--- src/rtl/queue_wr_arbiter_if.sv ---
// Write-side bundle between NUM_REQ byte producers, the arbiter and the byte queue.
// master: producers plus queue full flag; slave: the arbiter.
interface queue_wr_arbiter_if #(
  parameter int NUM_REQ = 4
);
  logic [NUM_REQ-1:0]   req_valid;
  logic [8*NUM_REQ-1:0] req_data;
  logic [NUM_REQ-1:0]   req_last;
  logic [NUM_REQ-1:0]   req_ready;
  logic                 fifo_full;
  logic                 fifo_wr;
  logic [7:0]           fifo_data;

  modport master (
    output req_valid, req_data, req_last, fifo_full,
    input  req_ready, fifo_wr, fifo_data
  );

  modport slave (
    input  req_valid, req_data, req_last, fifo_full,
    output req_ready, fifo_wr, fifo_data
  );
endinterface

--- src/rtl/queue_wr_arbiter.sv ---
// Packet-granular round-robin arbiter for one byte-queue write port; grant 1 cycle after request, write same cycle as handshake.
// fifo_full stalls the owner without loss. Optional QUEUE_WR_ARB_STATS_EN adds packet/truncation counters.
module queue_wr_arbiter #(
  parameter int NUM_REQ = 4,
  parameter int MAX_PKT = 64
) (
  input  logic               clk,
  input  logic               rst,
  queue_wr_arbiter_if.slave  bus,
  output logic [NUM_REQ-1:0] grant,
  output logic               busy,
  output logic               err_trunc
`ifdef QUEUE_WR_ARB_STATS_EN
  ,
  output logic [15:0]        pkt_count,
  output logic [15:0]        trunc_count
`endif
);

  localparam int CNT_W = (MAX_PKT > 1) ? $clog2(MAX_PKT) : 1;
  localparam int IDX_W = $clog2(NUM_REQ);

  typedef enum logic {IDLE, XFER} state_t;

  state_t             state, state_nxt;
  logic [NUM_REQ-1:0] grant_nxt;
  logic [IDX_W-1:0]   owner, owner_nxt;
  logic [IDX_W-1:0]   last_grant, last_grant_nxt;
  logic [CNT_W-1:0]   byte_cnt, byte_cnt_nxt;
  logic               err_trunc_nxt;

  logic               sel_vld;
  logic [IDX_W-1:0]   sel_idx;
  logic [IDX_W:0]     cand;
  logic               in_xfer;
  logic               hs;
  logic               pkt_done;
  logic               pkt_trunc;

  assign in_xfer   = (state == XFER);
  assign busy      = in_xfer;
  assign hs        = rst & in_xfer & bus.req_valid[owner] & ~bus.fifo_full;
  assign pkt_done  = hs & bus.req_last[owner];
  assign pkt_trunc = hs & ~bus.req_last[owner] & (byte_cnt == CNT_W'(MAX_PKT - 1));

  assign bus.req_ready = (rst && in_xfer && !bus.fifo_full) ? grant : '0;
  assign bus.fifo_wr   = hs;
  assign bus.fifo_data = in_xfer ? bus.req_data[{owner, 3'b000} +: 8] : 8'h00;

  // Search starts just after the previous owner and wraps, so every requester gets a turn.
  always_comb begin
    sel_vld = 1'b0;
    sel_idx = '0;
    cand    = '0;
    for (int k = 1; k <= NUM_REQ; k++) begin
      cand = {1'b0, last_grant} + (IDX_W+1)'(k);
      if (cand >= (IDX_W+1)'(NUM_REQ)) cand = cand - (IDX_W+1)'(NUM_REQ);
      if (!sel_vld && bus.req_valid[cand[IDX_W-1:0]]) begin
        sel_vld = 1'b1;
        sel_idx = cand[IDX_W-1:0];
      end
    end
  end

  always_comb begin
    state_nxt      = state;
    grant_nxt      = grant;
    owner_nxt      = owner;
    last_grant_nxt = last_grant;
    byte_cnt_nxt   = byte_cnt;
    err_trunc_nxt  = 1'b0;
    case (state)
      IDLE: begin
        if (sel_vld) begin
          state_nxt    = XFER;
          grant_nxt    = NUM_REQ'(1) << sel_idx;
          owner_nxt    = sel_idx;
          byte_cnt_nxt = '0;
        end
      end
      XFER: begin
        if (hs) byte_cnt_nxt = byte_cnt + CNT_W'(1);
        if (pkt_done || pkt_trunc) begin
          state_nxt      = IDLE;
          grant_nxt      = '0;
          last_grant_nxt = owner;
          err_trunc_nxt  = pkt_trunc;
        end
      end
      default: state_nxt = IDLE;
    endcase
  end

  always_ff @(posedge clk) begin
    if (!rst) begin
      state      <= IDLE;
      grant      <= '0;
      owner      <= '0;
      last_grant <= IDX_W'(NUM_REQ - 1);
      byte_cnt   <= '0;
      err_trunc  <= 1'b0;
    end else begin
      state      <= state_nxt;
      grant      <= grant_nxt;
      owner      <= owner_nxt;
      last_grant <= last_grant_nxt;
      byte_cnt   <= byte_cnt_nxt;
      err_trunc  <= err_trunc_nxt;
    end
  end

`ifdef QUEUE_WR_ARB_STATS_EN
  always_ff @(posedge clk) begin
    if (!rst) begin
      pkt_count   <= '0;
      trunc_count <= '0;
    end else begin
      if (pkt_done)  pkt_count   <= pkt_count + 16'd1;
      if (pkt_trunc) trunc_count <= trunc_count + 16'd1;
    end
  end
`endif

endmodule

--- src/flat_wrapper.sv ---
// flat-port wrapper written by rule: the top's interface ports become plain ports
module queue_wr_arbiter_flat 
#(
  parameter int NUM_REQ = 4,
  parameter int MAX_PKT = 64
)
  (clk, rst, grant, busy, err_trunc, bus_req_valid, bus_req_data, bus_req_last, bus_fifo_full, bus_req_ready, bus_fifo_wr, bus_fifo_data);
  queue_wr_arbiter_if #(.NUM_REQ(NUM_REQ)) bus_i ();
  input  logic clk;
  input  logic rst;
  output logic [NUM_REQ-1:0] grant;
  output logic busy;
  output logic err_trunc;
  input wire logic [$bits(bus_i.req_valid)-1:0] bus_req_valid;
  input wire logic [$bits(bus_i.req_data)-1:0] bus_req_data;
  input wire logic [$bits(bus_i.req_last)-1:0] bus_req_last;
  input wire logic [$bits(bus_i.fifo_full)-1:0] bus_fifo_full;
  output wire logic [$bits(bus_i.req_ready)-1:0] bus_req_ready;
  output wire logic [$bits(bus_i.fifo_wr)-1:0] bus_fifo_wr;
  output wire logic [$bits(bus_i.fifo_data)-1:0] bus_fifo_data;
  assign bus_i.req_valid = bus_req_valid;
  assign bus_i.req_data = bus_req_data;
  assign bus_i.req_last = bus_req_last;
  assign bus_i.fifo_full = bus_fifo_full;
  assign bus_req_ready = bus_i.req_ready;
  assign bus_fifo_wr = bus_i.fifo_wr;
  assign bus_fifo_data = bus_i.fifo_data;
  queue_wr_arbiter #(.NUM_REQ(NUM_REQ), .MAX_PKT(MAX_PKT)) u_core (.clk(clk), .rst(rst), .bus(bus_i), .grant(grant), .busy(busy), .err_trunc(err_trunc));
endmodule
--- config.mk ---
export PLATFORM = sky130hd
export DESIGN_NAME = queue_wr_arbiter_flat
export DESIGN_NICKNAME = d
export VERILOG_FILES = /design/src/rtl/queue_wr_arbiter_if.sv /design/src/rtl/queue_wr_arbiter.sv /design/src/flat_wrapper.sv
export SDC_FILE = /design/constraint.sdc
export NUM_CORES = 1
export LEC_CHECK = 0
export BUFFER_PORTS_ARGS = -buffer_cell sky130_fd_sc_hd__buf_4
export CORE_ASPECT_RATIO = 0.6
export CORE_MARGIN = 2
export CORE_UTILIZATION = 30
export DETAILED_ROUTE_END_ITERATION = 12
export GPL_ROUTABILITY_DRIVEN = 1
export GPL_TIMING_DRIVEN = 0
export PLACE_DENSITY_LB_ADDON = 0.2
export SKIP_LAST_GASP = 1
export SYNTH_ARGS = -nofsm -noshare
export SYNTH_HDL_FRONTEND = slang
export SYNTH_SLANG_ARGS = --single-unit
export TNS_END_PERCENT = 30
--- constraint.sdc ---
create_clock -name clk -period 1.8 [get_ports clk]
set_input_delay 0.18 -clock clk [delete_from_list [all_inputs] [get_ports clk]]
set_output_delay 0.18 -clock clk [all_outputs]
set_load 0.05 [all_outputs]
==> reports/results.md, run 1 <==
| Result | Reported | Unit |
|:---|:---|:---|
| Status | completed | - |
| Netlist Area Pre-Place | 1100 | um2 |
| Synthesized instance count | 117 | - |
| Worst IR Drop VDD | 0.000318 | V |
| Total congestion overflow | 0 | - |
| Design area | 1760 | um2 |
| Number of hold violations in the final report | 0 | - |
| Detail Route Antenna Nets | 0 | - |
| CTS HTree Levels | 1 | - |
| Global-route wire length before repair | 5.44 | mm |
| Worst-path clk slew | 0.07 | ns |
| TritonCTS clock tree | yes | - |
| Crit path time final | 1.77 | ns |
| M1 WL | 1.73 | mm |
| Mean instance size in the synthesized netlist | 9.42 | um2 |
| Setup CP Type | register to output port | - |
| Number of antenna cells inserted | 0 | - |
| Starting density of the core | 0.326 | - |
| Met2 wire length | 1.52 | mm |
| Maximum single-stage delay on the critical path | 0.48 | ns |
| Synthesized net count | 161 | - |
| Type of the most critical hold path | primary input to register | - |
| Family with the most delay on the worst path | multiplexers | - |
| Height of the chip | 51.0 | um |
| Areal power density over the cells | 624 | nW/um2 |
| Critical path fanouts, max | 5 | - |
| Synthesis warning total | 0 | - |
| Top cell type's share of synthesized area | 0.291 | - |
| Most common library cell in the layout ignoring fill and taps | sky130_fd_sc_hd__buf_4 | - |
| Maximum Capacitance Violations | 0 | - |
| Sort of element at the start of the critical path | register | - |
| Share of the clock period used by the worst path after layout | 0.982 | - |
| FF-to-FF path depth | 5 | - |
| Combinational Power Share | 0.363 | - |
| Routed length per placed instance | 15.0 | um |
| Top cells by area in the synthesized netlist | sky130_fd_sc_hd__dfxtp_1, sky130_fd_sc_hd__mux4_2, sky130_fd_sc_hd__and2_1, sky130_fd_sc_hd__nand3_1, sky130_fd_sc_hd__a21oi_1 | - |
| Initial antenna violation count | 0 | - |
| Instance area at placement | 1620 | um2 |
| FF+latch count, synth | 16 | - |
| DR top layer | met4 | - |
| Startpoint of the lowest-slack register-to-register path | u_core.byte_cnt[0] | - |
| Worst path arrival time | 1.59 | ns |
| CTS Hold Buffers Added | 0 | - |
| Die extent in x | 82.3 | um |
| Post-synthesis to final-layout area growth | 59.8 | % |
| Series of cell instances along the critical path | buf_6, mux4_2, and2_1, buf_4 | - |
| Endpoint of the worst-slack reg-to-reg timing path | u_core.grant[0] | - |
| Yosys top cell by area | sky130_fd_sc_hd__dfxtp_1 | - |
| Core region area | 3380 | um2 |
| Filler instances | 323 | - |
| Number of placement rows | 16 | - |
| Final Total Pwr | 1.10 | mW |
| Hold Path End | u_core.byte_cnt[3] | - |
| Ports | 62 | - |
| Vias per inst | 5.22 | - |
| Rel. slew slack | 0.641 | - |
| Setup slack on the worst flop-to-flop path | 0.21 | ns |
| Last weighted congestion value of the routability-driven placer | 0.785 | - |
| RSZ-0062 raised after global routing | yes | - |
| Seq/Total Area, Yosys | 0.291 | - |
| Layout cells sized above 1 | 0.495 | - |
| Static leakage | 0.772 | nW |
| Via count of the first global-routing pass | 1147 | - |
| Critical path's slowest cell | sky130_fd_sc_hd__mux4_2 | - |
| Port bufs | 61 | - |
| Half-perimeter wire length after detailed placement | 2.79 | mm |
| Clock skew after layout | 0.00459 | ns |
| DR pass1 iterations | 4 | - |
| Placed cells | 223 | - |
| Pin count of the biggest net entering global routing | 11 | - |
| Setup TNS after final layout | 0 | ns |
| Share of total power in the clock network | 0.292 | - |
| CP Data Required Time | 1.62 | ns |
| Setup-violating endpoint count in the final report | 0 | - |
| Most frequent cells in the layout | sky130_fd_sc_hd__buf_4, sky130_fd_sc_hd__dfxtp_1, sky130_fd_sc_hd__nand3_1, sky130_fd_sc_hd__and2_1, sky130_fd_sc_hd__mux4_2 | - |
| Count of vias placed by the detailed router | 1217 | - |
| Startpoint of the tightest hold check path | rst | - |
| Number of instances on the worst hold path | 3 | - |
| Fraction of power spent switching nets | 0.311 | - |
| Post-layout instance count excluding filler cells | 233 | - |
| Clock tree root buffer cell | sky130_fd_sc_hd__clkbuf_8 | - |
| Total clock buffers created by CTS | 3 | - |
| Iteration-0 DRC count of the detailed router | 65 | - |
| Int Pwr | 0.757 | mW |
| Layout net count | 233 | - |
| Total wire length | 3.50 | mm |
| Metal3 WL | 243 | um |
| Total global-route track usage | 0.173 | - |
| Die footprint | 4190 | um2 |
| Number of buffers on the longest clock path | 2 | - |
| Number of remaining DRC errors | 0 | - |
| Netlist cell types | 35 | - |
| Insertion delay of the later-clocked pin in the worst-skew pair | 0.25 | ns |
| Critical path endpoint category | output port | - |
| Finished Core Util | 0.521 | - |
| Share of power burned in registers | 0.345 | - |
| Count of final max-slew check failures | 0 | - |
| Maximum clock frequency | 566 | MHz |
| Buf/Inv on CP | 2 | - |
| Switching power | 0.342 | mW |
| Number of sinks on the clock net | 16 | - |
| Worst Tran Pin Value | 0.534 | ns |
[stage by stage]
step | hold WS (ns) | setup slack, ns
5_1_grt | 0.349 | -0.0294
2_1_floorplan | 0.395 | 0.0560
6_report | 0.315 | 0.0332
3_5_place_dp | 0.490 | 0.0160
3_3_place_gp | 0.468 | 0.0305
4_1_cts | 0.314 | -0.00211
[tightest hold or removal path, delay by kind of cell]
kind | cells | cell delay [ns]
compound gates | 1 | 0.14
buf+inv | 2 | 0.21
[sequential cells by signal, summed over array words and instances, names as in the netlist]
signal,count
u_core.byte_cnt,6
u_core.grant,4
u_core.last_grant,2
u_core.owner,2
u_core.busy,1
u_core.err_trunc,1
[synthesized netlist by cell type]
cell type and instances:
sky130_fd_sc_hd__dfxtp_1 16, sky130_fd_sc_hd__nand3_1 13, sky130_fd_sc_hd__and2_1 12, sky130_fd_sc_hd__mux4_2 10
sky130_fd_sc_hd__a21oi_1 7, sky130_fd_sc_hd__nor2_1 4, sky130_fd_sc_hd__o21ai_0 4, sky130_fd_sc_hd__o32ai_1 4
sky130_fd_sc_hd__a31oi_1 3, sky130_fd_sc_hd__and3_1 3, sky130_fd_sc_hd__clkbuf_1 3, sky130_fd_sc_hd__nand2_1 3
sky130_fd_sc_hd__nand2b_1 3, sky130_fd_sc_hd__nor3_1 3, sky130_fd_sc_hd__o21ai_1 3, sky130_fd_sc_hd__a21o_1 2
sky130_fd_sc_hd__buf_2 2, sky130_fd_sc_hd__inv_1 2, sky130_fd_sc_hd__nand3b_1 2, sky130_fd_sc_hd__nand4_1 2
sky130_fd_sc_hd__nor2b_1 2, sky130_fd_sc_hd__a211oi_2 1, sky130_fd_sc_hd__a31o_1 1, sky130_fd_sc_hd__a31oi_2 1
sky130_fd_sc_hd__and3b_1 1, sky130_fd_sc_hd__buf_4 1, sky130_fd_sc_hd__ha_1 1, sky130_fd_sc_hd__inv_2 1
sky130_fd_sc_hd__mux2i_1 1, sky130_fd_sc_hd__nand2_4 1, sky130_fd_sc_hd__nor4_2 1, sky130_fd_sc_hd__o22a_1 1
sky130_fd_sc_hd__or2_1 1, sky130_fd_sc_hd__or3_1 1, sky130_fd_sc_hd__or3b_1 1
[worst max path at each step]
stage,start,to,slack (ns),cells after the start
global placement,u_core.owner[0],bus_fifo_data[0],0.03,4
detailed placement,u_core.owner[0],bus_fifo_data[2],0.02,4
global route,u_core.owner[0],bus_fifo_data[6],-0.03,4
CTS,u_core.owner[0],bus_fifo_data[3],-0.002,4
finish,u_core.owner[0],bus_fifo_data[6],0.03,4
floorplan,u_core.busy,u_core.byte_cnt[5],0.06,6
[power groups by stage]
stage / Combinational, mW / Sequential (mW) / Clock, mW
2_1_floorplan: 0.201 / 0.406 / 0
3_3_place_gp: 0.361 / 0.384 / 0
3_5_place_dp: 0.366 / 0.385 / 0
4_1_cts: 0.380 / 0.379 / 0.329
5_1_grt: 0.423 / 0.381 / 0.348
6_report: 0.399 / 0.379 / 0.322
[final cells by class]
| cell class | count | area [um2] | share of cell area |
|---|---|---|---|
| repair buffers | 67 | 529 | 0.300 |
| well taps | 45 | 56.3 | 0.0320 |
| multi-input cells | 92 | 744 | 0.423 |
| flip-flops and latches | 16 | 325 | 0.185 |
| clock buffers | 4 | 55.1 | 0.0312 |
| plain buffers | 6 | 40.0 | 0.0227 |
| inverters | 3 | 11.3 | 0.00639 |
[cell families (layout without fill, tap and decap cells)]
logic type      after synthesis  count (layout)  synth area share
mux                          11              11             0.213
compound gates               27              27             0.165
flops                        16              16             0.291
buf+inv                       9              80            0.0363
simple gates                 53              53             0.284
fa+ha+maj                     1               1            0.0113
[repair_timing]
item | 4_1_cts | 5_1_grt
pin swaps | 0 | 1
endpoints found under the setup margin | 9 | 9
gates cloned | 1 | 0
resized for setup | 7 | 9
setup buffers | 2 | 3
[metal layers]
metal,global-route usage,vias to the layer above
met5,0,-
met3,0.0424,2
li1,-,597
met1,0.265,585
met2,0.245,33
met4,0.0306,0
No activity file was read; power rests on OpenSTA's default activity.
==> inputs of run 2 (changes only) <==
--- a/config.mk
+++ b/config.mk
@@ -9,8 +9,8 @@
 export CORE_ASPECT_RATIO = 0.6
 export CORE_MARGIN = 2
 export CORE_UTILIZATION = 30
+export CTS_CLUSTER_DIAMETER = 30
 export DETAILED_ROUTE_END_ITERATION = 12
-export GPL_ROUTABILITY_DRIVEN = 1
 export GPL_TIMING_DRIVEN = 0
 export PLACE_DENSITY_LB_ADDON = 0.2
 export SKIP_LAST_GASP = 1
==> constraint.sdc (replaced) <==
create_clock -name clk -period 1.8 [get_ports clk]
set_input_delay 0.18 -clock clk [delete_from_list [all_inputs] [get_ports clk]]
set_output_delay 0.18 -clock clk [all_outputs]
set_load 0.005 [all_outputs]
==> reports/results.md, run 2 (synthesized netlist as in run 1, its figures left out) <==
| Result | Reported | Unit | Delta |
|:---|:---|:---|:---|
| Setup TNS after final layout | 0 | ns | unchanged |
| Number of flip-flops in the largest register | 6 | - | unchanged |
| FF-to-FF path depth | 5 | - | unchanged |
| Worst-path clk slew | 0.07 | ns | about the same |
| Series of cell instances along the critical path | buf_4, mux4_2, and2_1, buf_4 | - | was buf_6, mux4_2, and2_1, buf_4 |
| Detail Route Antenna Nets | 0 | - | unchanged |
| Number of instances on the worst hold path | 3 | - | unchanged |
| Filler instances | 319 | - | was 323 |
| Count of vias placed by the detailed router | 1227 | - | was 1217 |
| Half-perimeter wire length after detailed placement | 2.79 | mm | unchanged |
| Startpoint of the lowest-slack register-to-register path | u_core.owner[0] | - | was u_core.byte_cnt[0] |
| Endpoint of the worst-slack reg-to-reg timing path | u_core.busy | - | was u_core.grant[0] |
| Total wire length | 3.48 | mm | was 3.50 mm |
| Most common library cell in the layout ignoring fill and taps | sky130_fd_sc_hd__buf_4 | - | unchanged |
| Vias per inst | 5.27 | - | was 5.22 |
| Most frequent cells in the layout | sky130_fd_sc_hd__buf_4, sky130_fd_sc_hd__dfxtp_1, sky130_fd_sc_hd__nand3_1, sky130_fd_sc_hd__and2_1, sky130_fd_sc_hd__mux4_2 | - | unchanged |
| Post-layout instance count excluding filler cells | 233 | - | unchanged |
| Critical path endpoint category | output port | - | unchanged |
| Routed length per placed instance | 14.9 | um | was 15.0 um |
| Die footprint | 4190 | um2 | unchanged |
| Static leakage | 0.765 | nW | was 0.772 nW |
| TritonCTS clock tree | yes | - | unchanged |
| Setup CP Type | register to output port | - | unchanged |
| M1 WL | 1.72 | mm | was 1.73 mm |
| Clock skew after layout | 0.00439 | ns | was 0.00459 ns |
| Worst path arrival time | 1.55 | ns | was 1.59 ns |
| Family with the most delay on the worst path | multiplexers | - | unchanged |
| Setup-violating endpoint count in the final report | 0 | - | unchanged |
| Height of the chip | 51.0 | um | unchanged |
| Placed cells | 223 | - | unchanged |
| Maximum single-stage delay on the critical path | 0.48 | ns | about the same |
| Metal3 WL | 203 | um | was 243 um |
| Crit path time final | 1.73 | ns | was 1.77 ns |
| Areal power density over the cells | 575 | nW/um2 | was 624 nW/um2 |
| Design area | 1730 | um2 | was 1760 um2 |
| Starting density of the core | 0.326 | - | unchanged |
| Pin count of the biggest net entering global routing | 11 | - | unchanged |
| DR pass1 iterations | 4 | - | unchanged |
| Number of hold violations in the final report | 0 | - | unchanged |
| WHS | 0.313 | ns | was 0.315 ns |
| Finished Core Util | 0.512 | - | was 0.521 |
| Largest register by flop count | u_core.byte_cnt | - | unchanged |
| Critical path fanouts, max | 5 | - | unchanged |
| CTS HTree Levels | 1 | - | unchanged |
| Post-synthesis to final-layout area growth | 57.2 | % | was 59.8% |
| Top cell by count, worst path | sky130_fd_sc_hd__buf_4 | - |  |
| Clock tree root buffer cell | sky130_fd_sc_hd__clkbuf_8 | - | unchanged |
| CTS Hold Buffers Added | 0 | - | unchanged |
| Maximum Capacitance Violations | 0 | - | unchanged |
| Core region area | 3380 | um2 | unchanged |
| Final setup slack of the worst path | 0.0700 | ns | was 0.0332 ns |
| Layout cells sized above 1 | 0.489 | - | was 0.495 |
| Met2 wire length | 1.55 | mm | was 1.52 mm |
| Count of final max-slew check failures | 0 | - | unchanged |
| Total global-route track usage | 0.175 | - | was 0.173 |
| Registers with the most flip-flops | u_core.byte_cnt (6), u_core.grant (4) | - | unchanged |
| Share of the clock period used by the worst path after layout | 0.961 | - | was 0.982 |
| Status | completed | - | unchanged |
| Die extent in x | 82.3 | um | unchanged |
| Instance area at placement | 1620 | um2 | unchanged |
| Critical path's slowest cell | sky130_fd_sc_hd__mux4_2 | - | unchanged |
| Type of the most critical hold path | primary input to register | - | unchanged |
| Ports | 62 | - | unchanged |
| DR top layer | met4 | - | unchanged |
| Via count of the first global-routing pass | 1157 | - | was 1147 |
| Number of remaining DRC errors | 0 | - | unchanged |
| RSZ-0062 raised after global routing | no | - | was yes |
| Post-placement setup slack | 0.0701 | ns | was 0.0160 ns |
| Maximum clock frequency | 578 | MHz | was 566 MHz |
| Layout net count | 233 | - | unchanged |
| Port bufs | 61 | - | unchanged |
| Final Total Pwr | 0.996 | mW | was 1.10 mW |
| Iteration-0 DRC count of the detailed router | 59 | - | was 65 |
| Total congestion overflow | 0 | - | unchanged |
| Setup slack on the worst flop-to-flop path | 0.14 | ns | was 0.21 ns |
| Number of sinks on the clock net | 16 | - | unchanged |
| Last weighted congestion value of the routability-driven placer | 0.785 | - | unchanged |
| Insertion delay of the later-clocked pin in the worst-skew pair | 0.25 | ns | about the same |
| Number of buffers on the longest clock path | 2 | - | unchanged |
| Worst IR Drop VDD | 0.000311 | V | was 0.000318 V |
| CP Data Required Time | 1.62 | ns | about the same |
| Global-route wire length before repair | 5.49 | mm | was 5.44 mm |
| Sort of element at the start of the critical path | register | - | unchanged |
| Rel. slew slack | 0.630 | - | was 0.641 |
| Number of placement rows | 16 | - | unchanged |
| Number of antenna cells inserted | 0 | - | unchanged |
| Buf/Inv on CP | 2 | - | unchanged |
| Hold Path End | u_core.byte_cnt[3] | - | unchanged |
| Initial antenna violation count | 0 | - | unchanged |
| Total clock buffers created by CTS | 3 | - | unchanged |
| Worst Tran Pin Value | 0.551 | ns | was 0.534 ns |
| Startpoint of the tightest hold check path | rst | - | unchanged |
## run 2: changes by cell type in the layout (fill, tap and decap cells not counted)
cell,change
sky130_fd_sc_hd__and2_1,+1
sky130_fd_sc_hd__and2_4,-1
sky130_fd_sc_hd__buf_2,+1
sky130_fd_sc_hd__buf_4,+7
sky130_fd_sc_hd__buf_6,-7
sky130_fd_sc_hd__clkbuf_2,-1
## run 2: worst reg2reg max path, cell delays in order, from the launching register on
cell and delay (ns):
sky130_fd_sc_hd__dfxtp_4 0.37, sky130_fd_sc_hd__buf_4 0.11, sky130_fd_sc_hd__mux4_2 0.54, sky130_fd_sc_hd__a31oi_2 0.22
sky130_fd_sc_hd__nor2_1 0.15, sky130_fd_sc_hd__a211oi_2 0.20
## run 2: timing repair
action                     CTS  global route
gates cloned                 1             0
buffers inserted             1             4
pin swaps                    0             1
gates resized for setup      5             4
setup endpoints to repair    8             9
## run 2: where the power goes
part           internal (mW)  switching, mW
registers              0.367         0.0120
clock network          0.194          0.128
logic                  0.182          0.114
## run 2: how the worst max path moves through the flow
stage          slack, ns  cells after the start               end            start
2_1_floorplan       0.31                      3  bus_fifo_data[0]  u_core.owner[0]
3_3_place_gp        0.09                      4  bus_fifo_data[0]  u_core.owner[0]
3_5_place_dp        0.07                      4  bus_fifo_data[2]  u_core.owner[0]
4_1_cts            0.006                      4       bus_fifo_wr  u_core.owner[1]
5_1_grt             0.02                      4  bus_fifo_data[6]  u_core.owner[0]
6_report            0.07                      4  bus_fifo_data[0]  u_core.owner[0]
## run 2: cell type report
| cell class | instances | area, um2 | share of cell area |
|---|---|---|---|
| repair buffers | 67 | 503 | 0.290 |
| inverters | 3 | 11.3 | 0.00650 |
| flip-flops and latches | 16 | 325 | 0.188 |
| multi-input cells | 92 | 742 | 0.428 |
| plain buffers | 6 | 40.0 | 0.0231 |
| well taps | 45 | 56.3 | 0.0325 |
| clock buffers | 4 | 55.1 | 0.0318 |
## run 2: layer usage
| layer | up-vias | GRT usage |
|---|---|---|
| met5 | - | 0 |
| met4 | 0 | 0.0278 |
| met3 | 2 | 0.0424 |
| met2 | 32 | 0.247 |
| met1 | 599 | 0.268 |
| li1 | 594 | - |
==> inputs of run 3 (changes only) <==
--- a/config.mk
+++ b/config.mk
@@ -12,7 +12,7 @@
 export CTS_CLUSTER_DIAMETER = 30
 export DETAILED_ROUTE_END_ITERATION = 12
 export GPL_TIMING_DRIVEN = 0
-export PLACE_DENSITY_LB_ADDON = 0.2
+export PLACE_DENSITY_LB_ADDON = 0.12
 export SKIP_LAST_GASP = 1
 export SYNTH_ARGS = -nofsm -noshare
 export SYNTH_HDL_FRONTEND = slang
==> reports/results.md, run 3 (synthesized netlist as in run 1, its figures left out) <==
| Result | Reported | Unit | Delta |
|:---|:---|:---|:---|
| Layout cells sized above 1 | 0.481 | - | was 0.489 |
| Worst IR Drop VDD | 0.000311 | V | about the same |
| Number of placement rows | 16 | - | unchanged |
| Starting density of the core | 0.326 | - | unchanged |
| Most frequent cells in the layout | sky130_fd_sc_hd__buf_4, sky130_fd_sc_hd__dfxtp_1, sky130_fd_sc_hd__nand3_1, sky130_fd_sc_hd__and2_1, sky130_fd_sc_hd__mux4_2 | - | unchanged |
| Final Total Pwr | 0.995 | mW | was 0.996 mW |
| Routed length per placed instance | 14.9 | um | about the same |
| Insertion delay of the later-clocked pin in the worst-skew pair | 0.25 | ns | about the same |
| Port bufs | 61 | - | unchanged |
| Layout net count | 230 | - | was 233 |
| Count of vias placed by the detailed router | 1195 | - | was 1227 |
| Count of final max-slew check failures | 0 | - | unchanged |
| Setup-violating endpoint count in the final report | 0 | - | unchanged |
| Total clock buffers created by CTS | 3 | - | unchanged |
| Clock tree root buffer cell | sky130_fd_sc_hd__clkbuf_8 | - | unchanged |
| TritonCTS clock tree | yes | - | unchanged |
| Number of remaining DRC errors | 0 | - | unchanged |
| Half-perimeter wire length after detailed placement | 2.66 | mm | was 2.79 mm |
| Pin count of the biggest net entering global routing | 11 | - | unchanged |
| Endpoint of the worst-slack reg-to-reg timing path | u_core.busy | - | unchanged |
| Critical path fanouts, max | 5 | - | unchanged |
| Iteration-0 DRC count of the detailed router | 58 | - | was 59 |
| CTS HTree Levels | 1 | - | unchanged |
| Total congestion overflow | 0 | - | unchanged |
| Critical path endpoint category | output port | - | unchanged |
| Post-synthesis to final-layout area growth | 55.2 | % | was 57.2% |
| Share of the clock period used by the worst path after layout | 0.973 | - | was 0.961 |
| Worst-path clk slew | 0.07 | ns | about the same |
| Startpoint of the lowest-slack register-to-register path | u_core.owner[0] | - | unchanged |
| Number of flip-flops in the largest register | 6 | - | unchanged |
| DR pass1 iterations | 4 | - | unchanged |
| Type of the most critical hold path | primary input to register | - | unchanged |
| Worst path arrival time | 1.57 | ns | was 1.55 ns |
| Clock skew after layout | 0.00634 | ns | was 0.00439 ns |
| Rel. slew slack | 0.656 | - | was 0.630 |
| Crit path time final | 1.75 | ns | was 1.73 ns |
| Registers with the most flip-flops | u_core.byte_cnt (6), u_core.grant (4) | - | unchanged |
| WHS | 0.309 | ns | was 0.313 ns |
| Number of hold violations in the final report | 0 | - | unchanged |
| CTS Hold Buffers Added | 0 | - | unchanged |
| Number of sinks on the clock net | 16 | - | unchanged |
| Ports | 62 | - | unchanged |
| Detail Route Antenna Nets | 0 | - | unchanged |
| Worst Tran Pin Value | 0.512 | ns | was 0.551 ns |
| Vias per inst | 5.20 | - | was 5.27 |
| Last weighted congestion value of the routability-driven placer | 0.799 | - | was 0.785 |
| FF-to-FF path depth | 4 | - | was 5 |
| Setup slack on the worst flop-to-flop path | 0.22 | ns | was 0.14 ns |
| Global-route wire length before repair | 5.57 | mm | was 5.49 mm |
| Initial antenna violation count | 0 | - | unchanged |
| Core region area | 3380 | um2 | unchanged |
| Sort of element at the start of the critical path | register | - | unchanged |
| Total wire length | 3.43 | mm | was 3.48 mm |
| CP Data Required Time | 1.62 | ns | about the same |
| Number of buffers on the longest clock path | 2 | - | unchanged |
| Hold Path End | u_core.byte_cnt[3] | - | unchanged |
| Largest register by flop count | u_core.byte_cnt | - | unchanged |
| Status | completed | - | unchanged |
| Die footprint | 4190 | um2 | unchanged |
| Startpoint of the tightest hold check path | rst | - | unchanged |
| Via count of the first global-routing pass | 1208 | - | was 1157 |
| Finished Core Util | 0.506 | - | was 0.512 |
| Die extent in x | 82.3 | um | unchanged |
| Height of the chip | 51.0 | um | unchanged |
| Number of antenna cells inserted | 0 | - | unchanged |
| Areal power density over the cells | 582 | nW/um2 | was 575 nW/um2 |
| Static leakage | 0.750 | nW | was 0.765 nW |
| Total global-route track usage | 0.173 | - | was 0.175 |
| RSZ-0062 raised after global routing | yes | - | was no |
| Most common library cell in the layout ignoring fill and taps | sky130_fd_sc_hd__buf_4 | - | unchanged |
| Setup CP Type | register to output port | - | unchanged |
| Maximum Capacitance Violations | 0 | - | unchanged |
| Maximum clock frequency | 571 | MHz | was 578 MHz |
| Number of instances on the worst hold path | 3 | - | unchanged |
run 3: repair_timing:
item,in CTS,in global routing
gates resized for setup,5,3
setup buffers,1,1
cloned,1,0
hold endpoints to repair,0,0
pin swaps,0,0
setup endpoints to repair,9,9
run 3: worst max-delay path: stages, from the launching register on:
cell	delay (ns)
sky130_fd_sc_hd__dfxtp_4	0.38
sky130_fd_sc_hd__buf_6	0.14
sky130_fd_sc_hd__mux4_2	0.49
sky130_fd_sc_hd__and2_1	0.17
sky130_fd_sc_hd__buf_4	0.13
run 3: how the worst max path moves through the flow:
| stage | slack, ns | to | from |
|---|---|---|---|
| 2_1_floorplan | 0.31 | bus_fifo_data[0] | u_core.owner[0] |
| 3_3_place_gp | 0.10 | bus_fifo_data[4] | u_core.owner[0] |
| 3_5_place_dp | 0.08 | bus_fifo_data[0] | u_core.owner[0] |
| 4_1_cts | -0.006 | bus_fifo_wr | u_core.owner[1] |
| 5_1_grt | -0.02 | bus_fifo_data[4] | u_core.owner[0] |
| 6_report | 0.05 | bus_fifo_data[4] | u_core.owner[0] |
run 3: per-layer routing:
layer	part of all wire	vias up	GRT usage	routed length (um)
li1	-	586	-	-
met1	0.49	575	0.240	1680
met3	0.052	2	0.0459	178
met4	0.0012	0	0.0167	4
met2	0.46	32	0.278	1570
met5	0	-	0	0
run 3: cell type report:
cell class / count / area (um2)
fillers: 322 / 1670
multi-input cells: 92 / 742
repair buffers: 64 / 484
flip-flops and latches: 16 / 325
well taps: 45 / 56.3
clock buffers: 4 / 55.1
plain buffers: 6 / 36.3
inverters: 3 / 11.3
run 3: report_power, final:
part,switching (mW),internal [mW]
Sequential,0.0122,0.367
Combinational,0.111,0.178
Clock,0.133,0.194
Total,0.256,0.739
run 3: stage by stage:
step                      cells  area [um2]  setup TNS [ns]  setup WS [ns]
after floorplan             117        1100               0          0.313
after global placement      223        1620               0          0.102
after detailed placement    223        1620               0         0.0817
after CTS                   229        1700        -0.00583       -0.00583
after global routing        230        1710         -0.0523        -0.0177
final                       230        1710               0         0.0482
